<file path="config.mk">
export PLATFORM = sky130hd
export DESIGN_NAME = aes_cipher_ctrl
export DESIGN_NICKNAME = d
export VERILOG_FILES = /design/src/rtl/aes_cipher_ctrl.sv
export SDC_FILE = /design/constraint.sdc
export NUM_CORES = 1
export LEC_CHECK = 0
export ABC_AREA = 1
export BUFFER_PORTS_ARGS = -buffer_cell sky130_fd_sc_hd__buf_4
export CAP_MARGIN = 20
export CORE_AREA = 2 2 399 401
export CTS_BUF_LIST = sky130_fd_sc_hd__clkbuf_4
export DETAILED_ROUTE_END_ITERATION = 10
export DIE_AREA = 0 0 401 403
export SLEW_MARGIN = 25
export SYNTH_ARGS = -nofsm -noshare
export SYNTH_HDL_FRONTEND = slang
export SYNTH_SLANG_ARGS = --single-unit
</file>
<file path="constraint.sdc">
create_clock -name clk_in -period 1.35 [get_ports clk_in]
set_input_delay 0.27 -clock clk_in [delete_from_list [all_inputs] [get_ports clk_in]]
set_output_delay 0.27 -clock clk_in [all_outputs]
set_load 0.05 [all_outputs]
</file>
<file path="src/rtl/aes_cipher_ctrl.sv">
// rtl/aes_cipher_ctrl.sv - AES-128 encrypt round sequencer with deferred key reload
//
// Purpose: starts round-key expansion in an external key memory, then walks one
// plaintext block through an external combinational round function, one round
// per cycle, and presents the ciphertext over a valid/ready handshake.
//
// Ports:
//   clk_in, rst_n_in                  clock, asynchronous active-low reset
//   key_load_in, key_in               key load request and 128-bit key
//   key_ready_out, key_err_out        round keys valid, sticky expansion timeout
//   km_init_out, km_key_out           expansion start pulse and held key to key memory
//   km_expanded_in                    expansion done pulse from key memory
//   km_round_out, km_key_in           round-key read index and returned round key
//   blk_valid_in, blk_ready_out       plaintext handshake
//   blk_data_in                       plaintext
//   rnd_state_out, rnd_key_out        state and round key into the round function
//   rnd_last_out                      final round flag (no MixColumns)
//   rnd_state_in                      round function result
//   ct_valid_out, ct_ready_in         ciphertext handshake
//   ct_data_out                       ciphertext

module aes_cipher_ctrl #(
    parameter int NUM_ROUNDS  = 10,
    parameter int KEY_TIMEOUT = 16
) (
    input  logic         clk_in,
    input  logic         rst_n_in,
    input  logic         key_load_in,
    input  logic [127:0] key_in,
    output logic         key_ready_out,
    output logic         key_err_out,
    output logic         km_init_out,
    output logic [127:0] km_key_out,
    input  logic         km_expanded_in,
    output logic [3:0]   km_round_out,
    input  logic [127:0] km_key_in,
    input  logic         blk_valid_in,
    output logic         blk_ready_out,
    input  logic [127:0] blk_data_in,
    output logic [127:0] rnd_state_out,
    output logic [127:0] rnd_key_out,
    output logic         rnd_last_out,
    input  logic [127:0] rnd_state_in,
    output logic         ct_valid_out,
    input  logic         ct_ready_in,
    output logic [127:0] ct_data_out
);

    localparam int            TW       = (KEY_TIMEOUT > 2) ? $clog2(KEY_TIMEOUT) : 1;
    localparam logic [TW-1:0] TMO_LAST = TW'(KEY_TIMEOUT - 1);
    localparam logic [3:0]    LAST_RND = 4'(NUM_ROUNDS);

    typedef enum logic [2:0] {
        S_NOKEY  = 3'd0,
        S_EXPAND = 3'd1,
        S_IDLE   = 3'd2,
        S_ROUND  = 3'd3,
        S_DONE   = 3'd4
    } state_e;

    state_e          fsm_q, fsm_d;
    logic [127:0]    key_q, key_d;
    logic [127:0]    st_q, st_d;
    logic [3:0]      rnd_q, rnd_d;
    logic [TW-1:0]   tmo_q, tmo_d;
    logic            pend_q, pend_d;
    logic            err_q, err_d;
    logic            start_exp;

    logic            init_q;
    logic            key_rdy_q;
    logic            blk_rdy_q;
    logic            ct_vld_q;
    logic            last_q;

    always_comb begin
        fsm_d     = fsm_q;
        key_d     = key_q;
        st_d      = st_q;
        rnd_d     = rnd_q;
        tmo_d     = tmo_q;
        pend_d    = pend_q;
        err_d     = err_q;
        start_exp = 1'b0;

        // A load always replaces the held key and clears a past timeout;
        // whether it restarts expansion now or later depends on the state.
        if (key_load_in) begin
            key_d = key_in;
            err_d = 1'b0;
        end

        case (fsm_q)
            S_NOKEY: begin
                if (key_load_in) begin
                    start_exp = 1'b1;
                end
            end
            S_EXPAND: begin
                if (key_load_in) begin
                    start_exp = 1'b1;
                end else if (km_expanded_in) begin
                    fsm_d = S_IDLE;
                end else if (tmo_q == TMO_LAST) begin
                    fsm_d = S_NOKEY;
                    err_d = 1'b1;
                end else begin
                    tmo_d = tmo_q + 1'b1;
                end
            end
            S_IDLE: begin
                // An accepted block wins over a same-cycle load: it is
                // whitened with the current round key 0 and the reload waits.
                if (blk_valid_in) begin
                    st_d  = blk_data_in ^ km_key_in;
                    rnd_d = 4'd1;
                    fsm_d = S_ROUND;
                    if (key_load_in) begin
                        pend_d = 1'b1;
                    end
                end else if (key_load_in) begin
                    start_exp = 1'b1;
                end
            end
            S_ROUND: begin
                st_d = rnd_state_in;
                if (key_load_in) begin
                    pend_d = 1'b1;
                end
                if (rnd_q == LAST_RND) begin
                    fsm_d = S_DONE;
                    rnd_d = 4'd0;
                end else begin
                    rnd_d = rnd_q + 4'd1;
                end
            end
            S_DONE: begin
                if (ct_ready_in) begin
                    // A load arriving on the handshake cycle counts as pending.
                    if (pend_q || key_load_in) begin
                        start_exp = 1'b1;
                    end else begin
                        fsm_d = S_IDLE;
                    end
                end else if (key_load_in) begin
                    pend_d = 1'b1;
                end
            end
            default: begin
                fsm_d = S_NOKEY;
            end
        endcase

        if (start_exp) begin
            fsm_d  = S_EXPAND;
            tmo_d  = '0;
            pend_d = 1'b0;
        end
    end

    // Output flags are computed from the next state so they are registered
    // yet line up with the state they describe.
    always_ff @(posedge clk_in or negedge rst_n_in) begin
        if (!rst_n_in) begin
            fsm_q     <= S_NOKEY;
            key_q     <= '0;
            st_q      <= '0;
            rnd_q     <= '0;
            tmo_q     <= '0;
            pend_q    <= 1'b0;
            err_q     <= 1'b0;
            init_q    <= 1'b0;
            key_rdy_q <= 1'b0;
            blk_rdy_q <= 1'b0;
            ct_vld_q  <= 1'b0;
            last_q    <= 1'b0;
        end else begin
            fsm_q     <= fsm_d;
            key_q     <= key_d;
            st_q      <= st_d;
            rnd_q     <= rnd_d;
            tmo_q     <= tmo_d;
            pend_q    <= pend_d;
            err_q     <= err_d;
            init_q    <= start_exp;
            key_rdy_q <= (fsm_d == S_IDLE) || (fsm_d == S_ROUND) || (fsm_d == S_DONE);
            blk_rdy_q <= (fsm_d == S_IDLE);
            ct_vld_q  <= (fsm_d == S_DONE);
            last_q    <= (fsm_d == S_ROUND) && (rnd_d == LAST_RND);
        end
    end

    assign key_ready_out = key_rdy_q;
    assign key_err_out   = err_q;
    assign km_init_out   = init_q;
    assign km_key_out    = key_q;
    assign km_round_out  = rnd_q;
    assign blk_ready_out = blk_rdy_q;
    assign rnd_state_out = st_q;
    assign rnd_key_out   = km_key_in;
    assign rnd_last_out  = last_q;
    assign ct_valid_out  = ct_vld_q;
    assign ct_data_out   = st_q;

endmodule

</file>
==> results of run 1 <==
## cell type report
| type | count | share of cell area |
|---|---|---|
| flip-flops and latches | 274 | 0.174 |
| diodes | 23 | 0.00143 |
| multi-input cells | 1116 | 0.164 |
| clock inverters | 30 | 0.00539 |
| well taps | 2072 | 0.0645 |
| repair inverters | 3 | 0.00146 |
| repair buffers | 2242 | 0.565 |
| inverters | 19 | 0.00268 |
| clock buffers | 118 | 0.0221 |
## metal layers
| metal | vias up | part of all wire |
|---|---|---|
| met3 | 391 | 0.094 |
| met5 | - | 0.00097 |
| met2 | 1256 | 0.47 |
| met1 | 10638 | 0.38 |
| met4 | 20 | 0.057 |
| li1 | 9357 | - |
## cell usage in the layout, fill, tap and decap left out, types with 2 or more instances in the layout
cell type / instances
sky130_fd_sc_hd__a21oi_1: 2
sky130_fd_sc_hd__a31oi_1: 108
sky130_fd_sc_hd__a31oi_2: 3
sky130_fd_sc_hd__a31oi_4: 17
sky130_fd_sc_hd__buf_12: 72
sky130_fd_sc_hd__buf_16: 25
sky130_fd_sc_hd__buf_4: 786
sky130_fd_sc_hd__buf_6: 321
sky130_fd_sc_hd__buf_8: 83
sky130_fd_sc_hd__bufinv_16: 4
sky130_fd_sc_hd__clkbuf_16: 15
sky130_fd_sc_hd__clkbuf_4: 118
sky130_fd_sc_hd__clkinv_1: 18
sky130_fd_sc_hd__clkinv_2: 5
sky130_fd_sc_hd__dfrtp_1: 160
sky130_fd_sc_hd__dfrtp_2: 114
sky130_fd_sc_hd__diode_2: 23
sky130_fd_sc_hd__dlygate4sd3_1: 939
sky130_fd_sc_hd__ha_1: 2
sky130_fd_sc_hd__inv_1: 10
sky130_fd_sc_hd__inv_2: 5
sky130_fd_sc_hd__inv_4: 2
sky130_fd_sc_hd__inv_6: 4
sky130_fd_sc_hd__nand2_1: 557
sky130_fd_sc_hd__nand2_2: 70
sky130_fd_sc_hd__nand2_4: 44
sky130_fd_sc_hd__nand2_8: 4
sky130_fd_sc_hd__nand3_1: 4
sky130_fd_sc_hd__nand3_2: 7
sky130_fd_sc_hd__nand3_4: 2
sky130_fd_sc_hd__nor2_1: 91
sky130_fd_sc_hd__nor2_2: 20
sky130_fd_sc_hd__nor2_4: 40
sky130_fd_sc_hd__o21ai_4: 3
sky130_fd_sc_hd__xor2_1: 129
## worst min-delay path, stage by stage
cell	delay (ns)
sky130_fd_sc_hd__buf_4	0.09
sky130_fd_sc_hd__dlygate4sd3_1	0.55
sky130_fd_sc_hd__xor2_1	0.07
sky130_fd_sc_hd__nand2_1	0.06
sky130_fd_sc_hd__a31oi_1	0.07
## sequential cells by signal (all words and copies together), names as in the netlist
signal	flops
pend_q	1
ct_valid_out	1
km_key_out	128
rnd_last_out	1
key_err_out	1
key_ready_out	1
tmo_q	4
km_init_out	1
fsm_q	3
km_round_out	4
ct_data_out	128
blk_ready_out	1
## cells by family after synthesis
logic type,Yosys count
and+or+nand+nor,842
adders and majority gates,3
buffers and inverters,360
DFF,274
xor gates and xnor gates,130
AOI/OAI and AO/OA,140
## where the power goes
part	internal [mW]	total [mW]	leakage [nW]	switching, mW
Combinational	22.2	54.7	14.5	32.5
Sequential	11.0	15.4	3.12	4.43
Clock	4.62	9.18	0.647	4.57
## final timing paths
| kind | to | slack (ns) | depth (start not counted) |
|---|---|---|---|
| min in group asynchronous | km_key_out[19] | 0.24 | 3 |
| setup reg to reg | ct_data_out[118] | -0.28 | 9 |
| hold reg to reg | km_key_out[105] | 0.49 | 2 |
| setup / recovery | km_key_out[65] | -0.75 | 8 |
| hold / removal | ct_data_out[15] | 0.18 | 5 |
| max in group asynchronous | ct_data_out[53] | 0.37 | 5 |
## stage by stage
| step | power, mW | util | setup WS, ns | std cells |
|---|---|---|---|---|
| finish | 79.3 | 0.255 | -0.746 | 5897 |
| global route | 82.3 | 0.255 | -0.779 | 5893 |
| CTS | 72.9 | 0.238 | -0.815 | 5783 |
| detailed placement | 51.8 | 0.150 | -0.226 | 4613 |
| global placement | 51.6 | 0.150 | -0.211 | 4613 |
| floorplan | 37.1 | - | 0.00321 | 1749 |
## timing repair
item                                   CTS  global route
hold buffers                           953             4
setup endpoints to repair              533           714
cloned                                  22            21
buffers inserted                        47            92
endpoints found under the hold margin  547           139
gates resized for setup                620           467
pin swaps                               12           131
==> flow_results.org, run 1 <==
** Final layout
- Area occupied by multi-input gates :: 6570 sq um
- Fillers :: 16308
- After the last flow step, the layout net total stands at 4262.
- From synthesis to final layout, the design area changed by 177%.
- Area of all placed cells without fillers :: 40200 sq um
- Fraction of final layout cells sized beyond drive strength 1 :: 0.466
- Sequential Area :: 7000 sq um

** Floorplan
- Height of the die :: 403 um
- After floorplanning, the core was divided into 146 placement rows.
- The die covers 162000 sq um.
- The floorplan step defined a core boundary enclosing 157000 sq um.
- Die X-Extent :: 401 um
- Initial standard-cell utilization of the core :: 0.0922
- In this run the count of I/O pins placed on the die edge is 1040.

** GRT
- Entering global routing, the biggest net connects 58 pins.
- Grt total ovfl :: 0
- The global routing stage identified its most utilized layer as met2.
- For met3 alone, demand over resource in global routing was 0.0595.
- Number of global-route vias before repair :: 21935
- For this run, the total global-route usage over all layers was measured as 0.161.
- For met2 alone, demand over resource in global routing was 0.262.
- The first global-routing pass estimated 181 mm of wire.
- The initial antenna violation count was 62.
- In the global route stage, met1 resource usage came out at 0.185.

** Worst setup path
- STA puts the critical path data required time at 2.27 ns.
- For this run, the slowest stage of the critical path takes 0.81 ns.
- Tracing the worst setup path back leads to its startpoint at key_load_in.
- Launching element type of the critical path :: input pin
- Family with the most delay on the worst path :: buffers and inverters
- The critical path contains buffers and inverters numbering 6 combined.
- For the worst setup path, the data arrival time is 3.02 ns.
- Slowest cell on the critical path :: sky130_fd_sc_hd__dlygate4sd3_1
- Cell chain of the critical path :: buf_4, dlygate4sd3_1, buf_4, buf_4, nand2_1, dlygate4sd3_1, nand2_1, dlygate4sd3_1
- The worst register-to-register path begins at fsm_q[1].
- Peak fanout along the critical path :: 17
- The worst setup path is of the in -> reg kind.
- CP Capture Type :: flop

** Clock tree
- Clock latency on the worst-skew pair, taken at its later pin, is 1.01 ns.
- CTS placed an instance of sky130_fd_sc_hd__clkbuf_4 at the clock tree root.
- The clock net in this run drives a total of 274 sinks.
- TritonCTS built the clock tree.
- Clock slew seen by the registers of the worst setup and hold paths :: 0.07 ns
- The clock passes through at most 3 buffers.
- Number of buffers created by CTS :: 85
- Number of H-tree levels :: 3

** Timing
- Hold WS :: 0.180 ns
- Unrepaired setup endpoints after global routing :: yes
- Number of setup violations in the final report :: 656
- The smallest clock period supported by the final layout is computed as 2.10 ns.
- The number of hold violations in the final report came to 0.
- Worst relative slew slack :: 0.647
- Fmax :: 477 MHz
- Of the available clock period, the critical path in the final layout requires 1.55.
- Final worst slack :: -0.746 ns
- Summed over all failing endpoints, the final setup total negative slack is -250.72 ns.
- Final number of max-transition violations :: 0
- Between clock sinks in the finished design, the worst skew comes to 0.104 ns.
- Actual transition at the worst max-transition pin :: 0.528 ns

** Logic synthesis
- During synthesis, Yosys emitted a total of 0 warnings.
- After synthesis, the share of flip-flops with an asynchronous set or reset is 1.00.
- The most used flip-flop cell after synthesis is sky130_fd_sc_hd__dfrtp_1.
- Main combinational cell family by area after synthesis :: simple AND/OR/NAND/NOR gates
- A synthesized cell averages 8.30 sq um.
- Of the total synthesized cell area, the portion taken by AND, OR, NAND and NOR gates is 0.220.
- By area the synthesized netlist is led by sky130_fd_sc_hd__dfrtp_1 47%, sky130_fd_sc_hd__nand2_1 17%, sky130_fd_sc_hd__buf_4 14%.
- Post-Synthesis Net Count :: 2270
- Yosys mapped a number of flops with a built-in enable equal to 0.
- Synthesized-area fraction occupied by ao, oa, aoi and oai cells :: 0.0604
- Gate count of the mapped netlist :: 1749
- Top post-synthesis cells by count :: 674 x sky130_fd_sc_hd__nand2_1, 274 x sky130_fd_sc_hd__dfrtp_1, 263 x sky130_fd_sc_hd__buf_4, 148 x sky130_fd_sc_hd__nor2_1, 129 x sky130_fd_sc_hd__xor2_1
- Netlist Area Pre-Place :: 14500 sq um
- Of the post-synthesis cell area, the dominant cell type holds 0.472.
- Mux share of post-synthesis cell area :: 0
- Yosys reg bits :: 274
- Xor-xnor portion of the synthesized cell area :: 0.0785
- Synthesized-area fraction occupied by adder cells :: 0.00259
- Cell type contributing the most total cell area after synthesis :: sky130_fd_sc_hd__dfrtp_1
- In this run, distinct cell masters in the synthesized netlist total 27.
- For this run, the register share of the synthesized area comes to 0.472.
- Count leader, synth :: sky130_fd_sc_hd__nand2_1

** Power and ir drop
- The worst-case IR drop observed on VDD is 1.22 mV.
- The analysis attributes to cell leakage a power of 18.3 nW.
- Dividing total power by cell area gives a power density of 1970 nW/um^2.

** Detailed routing
- Via density :: 3.67
- Average wire length per cell after detail routing :: 24.2 um
- Total via count in the routed design :: 21662
- DRC violation count after routing :: 0
- In this run, the number of DRC markers left after iteration 0 of detailed routing was 1865.
- Antenna viol nets, final :: 0
- Number of optimization iterations in the first detailed-route pass :: 7
- The final layout contains routed wiring with a total length of 143 mm.

** Placed design
- During placement, the flow inserted port buffers numbering 1039.
- Placed wire-length estimate after detailed placement :: 102 mm
- Placed Instance Area :: 23600 sq um
- Gp weighted congestion :: 0.949

** Run status
- The flow ran to the end, but the final reports show violations.
- The final reports fail on setup timing.

** Hold path
- The startpoint identified for the worst hold timing path is km_key_in[15].
- The min-delay analysis places its worst path in the category in -> reg.

** Job
- The tool flagged a number of max-cap violations equal to 0.
Power figures use the tool's default switching activity.
==> run 2: changes to the inputs <==
ABC_AREA = default   (was 1)
CELL_PAD_IN_SITES_DETAIL_PLACEMENT = 2   (was default)
CELL_PAD_IN_SITES_GLOBAL_PLACEMENT = 2   (was default)
CORE_AREA = 2 2 410 412   (was 2 2 399 401)
DIE_AREA = 0 0 412 414   (was 0 0 401 403)
PLACE_DENSITY_LB_ADDON = 0.1   (was default)
SLEW_MARGIN = 20   (was 25)
==> flow_results.org, run 2 <==
** Placed design
- The pre-CTS setup slack was -0.427 ns (-0.201 ns).
- Placed wire-length estimate after detailed placement :: 74.6 mm (-26%)
- Gp weighted congestion :: 0.783 (-17%)
- I/O Buffers :: 1039 (unchanged)

** Final layout
- Post-layout nets :: 3868 (-9.2%)
- Fraction of the core area covered by cells at the end of the flow :: 0.234 (-0.0211)
- The area growth from synthesis to layout is 169%.
- The library cell used most frequently in the layout, excluding fill and tap cells, is sky130_fd_sc_hd__dlygate4sd3_1.
- The multi-input gate area in the final layout was 6590 sq um (+0.23%).
- The fraction of layout instances using a drive strength above 1 is 0.579 (+0.112).
- Top library cells by usage in the layout, fill and taps aside :: 837 x sky130_fd_sc_hd__dlygate4sd3_1, 754 x sky130_fd_sc_hd__buf_4, 415 x sky130_fd_sc_hd__buf_6
- The register area was 7010 sq um (+0.16%).
- Fillers :: 18613 (+14%)

** GRT
- Grt total ovfl :: 0 (unchanged)
- The global-route wire length before repair was 144 mm (-21%).
- Number of global-route vias before repair :: 20961 (-4.4%)
- The total routing usage reported by global routing was 0.115 (-0.0465).
- Pin count of the biggest net entering global routing :: 47 (-19%)
- The initial antenna violation count came to 18 (-71%).

** Timing
- Hold WS :: 0.168 ns (-0.0122 ns)
- Number of hold violations in the final report :: 0 (unchanged)
- Actual transition at the worst max-transition pin :: 0.575 ns (+0.0468 ns)
- The final worst slack is -0.597 ns (+0.149 ns).
- Final worst path period need :: 1.95 ns (-0.149 ns)
- The maximum clock frequency is 514 MHz (+7.6%).
- Number of setup violations in the final report :: 658 (+0.30%)
- The max-slew headroom at the worst pin came to 0.614 (-0.0328).
- Setup repair after global routing could not meet its margin everywhere.
- The setup clock skew after layout is 0.0837 ns (-0.0203 ns).
- The final clock period utilization by the worst path came to 1.44 (-0.110).
- Final number of max-transition violations :: 0 (unchanged)
- The final total negative setup slack is -256.06 ns (-5.34 ns).

** Detailed routing
- Wire length after detailed routing :: 102 mm (-28%)
- The via density per instance was 3.20 (-13%).
- The wire length on met2 came to 56.1 mm (-16%).
- The DRC marker count from the first detailed-route iteration came to 306 (-84%).
- The number of vias after detailed routing was 17989 (-17%).
- Uppermost layer routed :: met5
- Met3 Routed Length :: 7.16 mm (-47%)
- Average wire length per cell after detail routing :: 18.2 um (-25%)
- DRC violation count after routing :: 0 (unchanged)
- The count of TritonRoute iterations in the first routing pass was 4 (-3).
- The wire length the detailed router placed on met1 was 37.2 mm (-31%).
- The number of nets still failing antenna checks after routing came to 0 (unchanged).

** Power and ir drop
- The proportion of power drawn by flip-flops and latches was 0.201 (+0.006).
- The share of power burned in the clock network is 0.130 (+0.014).
- The switching part of the total power was 0.492 (-0.0312).
- The leakage power figure was 16.9 nW (-7.6%).
- Power Internal :: 37.6 mW (-0.46%)
- The maximum vdd drop was 1.10 mV (-9.8%).
- The net switching power of the design came to 36.5 mW (-12%).
- The combinational power share was 0.669 (-0.021).
- The power density normalized to cell area came to 1900 nW/um^2 (-3.6%).
- The post-route total power was 74.1 mW (-6.6%).

** Logic synthesis
- Register area share after synthesis :: 0.474 (+0.00184)
- Ys Warns :: 0 (unchanged)
- By count the netlist is led by 274 x sky130_fd_sc_hd__dfrtp_1, 267 x sky130_fd_sc_hd__buf_4, 138 x sky130_fd_sc_hd__nor2_1, 133 x sky130_fd_sc_hd__a21oi_1.
- The number of instances in the synthesized netlist came to 1446 (-17%).
- Summed over all instances, the cell type with the most area after synthesis is sky130_fd_sc_hd__dfrtp_1.
- The share of the synthesized area in the top cell type is 0.474 (+0.00184).
- Async SR Flop Fraction :: 1.00 (unchanged)
- For this run, the leading register cell type out of synthesis is sky130_fd_sc_hd__dfrtp_1.
- Count leader, synth :: sky130_fd_sc_hd__dfrtp_1
- Cells taking the most area after synthesis :: sky130_fd_sc_hd__dfrtp_1 47%, sky130_fd_sc_hd__buf_4 14%, sky130_fd_sc_hd__mux2_2 10%
- The flip-flop and latch count after synthesis is 274 (unchanged).
- Unique masters post-synth :: 39 (+44%)
- The mean cell area of the mapped netlist was 10.0 sq um (+20%).
- EDFF count, synth :: 0 (unchanged)
- Netlist Area Pre-Place :: 14500 sq um (-0.39%)
- The net count after synthesis was 1967 (-13%).

** Floorplan
- The area of the placeable core was 166000 sq um (+5.6%).
- The effective utilization at floorplan is 0.0869 (-0.00523).
- Height of the die :: 414 um (+2.7%)
- The number of top-level pins came to 1040 (unchanged).
- The die span in x is 412 um (+2.7%).
- Placement row count :: 150 (+2.7%)
- The die outline area came to 171000 sq um (+5.5%).

** Clock tree
- The tree is rooted in a sky130_fd_sc_hd__clkbuf_4.
- The buffer depth of the longest clock path came to 3 (unchanged).
- Clock latency on the worst-skew pair :: 0.99 ns (-0.02 ns)
- The number of buffers created by CTS came to 97 (+14%).
- The clock transition at the registers of the reported paths is 0.06 ns (about the same).
- TritonCTS clock tree :: built
- The number of clock sinks came to 274 (unchanged).
- The maximum level of the CTS H-tree came to 3 (unchanged).

** Job
- The count of max-cap constraint violations is 0 (unchanged).

** Hold path
- Class of the tightest hold or removal check :: in -> reg

** Worst setup path
- CP Data Required Time :: 1.08 ns (-1.19 ns)
- CP Class :: reg -> out
- Cell chain of the critical path :: buf_6, buf_12
- The worst setup path is captured at an output pin.
- The slowest stage of the critical path belongs to the cell sky130_fd_sc_hd__dfrtp_2.
- Launching element type of the critical path :: flop
- The largest stage delay on the critical path came to 0.41 ns (-0.40 ns).
- Arrival time of data at the critical path endpoint :: 1.68 ns (-1.34 ns)
- The highest fanout seen on the critical path was 2 (-15).

** Run status
- Run status :: complete, but fails checks
- The final reports fail on setup timing.
run 2: cell types whose count changed after synthesis, sizes merged, moves of 128 or more:
cell,before,now
a21oi,3,133
a31oi,128,0
mux2,0,128
nand2,674,132
xnor2,1,130
xor2,129,0
run 2: per-stage QoR:
step           std cells  area (sq um)
5_1_grt             5621         38900
2_1_floorplan       1446         14700
3_5_place_dp        4478         24000
6_report            5622         38900
4_1_cts             5547         36500
3_3_place_gp        4478         24000
run 2: what timing repair did:
item                                   in CTS  in global routing
setup buffers                              55                 49
setup endpoints to repair                 537                658
cloned                                     17                 24
hold buffers                              838                  0
endpoints found under the hold margin     546                  0
resized for setup                         592                442
pin swaps                                  25                122
run 2: power groups by stage:
stage	Clock (mW)	Combinational (mW)	Sequential, mW
final	9.64	49.6	14.9
after CTS	10.5	44.3	14.9
after floorplan	0	17.1	20.2
after detailed placement	0	34.9	13.9
after global routing	10.9	52.4	15.3
after global placement	0	34.6	13.8
run 2: per-layer routing:
metal  GRT usage  vias to the layer above
met5           0                        -
met4      0.0314                       10
met3      0.0344                      114
met2       0.218                      623
met1       0.120                     8817
li1            -                     8425
run 2: cells by family (layout without fill, tap and decap cells):
family	count (synthesis)	after routing	share of synthesized area
buffers and inverters	337	2298	0.160
and+or+nand+nor	300	301	0.0872
DFF	274	274	0.474
AOI/OAI and AO/OA	273	273	0.0964
xor gates and xnor gates	130	130	0.0788
muxes	129	129	0.100
adders and majority gates	3	3	0.00260
other	0	10	0
run 2: worst max-delay path: cells and delay by family (launching register included):
kind / cells / cell delay (ns)
flip-flops: 1 / 0.41
buffers and inverters: 2 / 0.27
run 2: path summary, 6_finish.rpt:
kind,startpoint,end,slack [ns],cells after the start
hold / removal,rnd_state_in[2],ct_data_out[2],0.17,4
setup reg to reg,km_round_out[0],key_ready_out,-0.53,8
hold reg to reg,ct_data_out[105],ct_data_out[105],0.54,2
setup / recovery,km_round_out[0],km_round_out[0],-0.60,2
min in group asynchronous,rst_n_in,km_key_out[7],0.37,4
max in group asynchronous,rst_n_in,ct_data_out[79],0.31,6
run 2: cell type report:
class                           instances  share of cell area
Timing Repair Buffer                 2133               0.547
Antenna cell                           10            0.000643
Clock inverter                         19             0.00370
Multi-Input combinational cell        836               0.169
Tap cell                             2204              0.0709
Inverter                                5            0.000772
Clock buffer                          141              0.0272
Sequential cell                       274               0.180
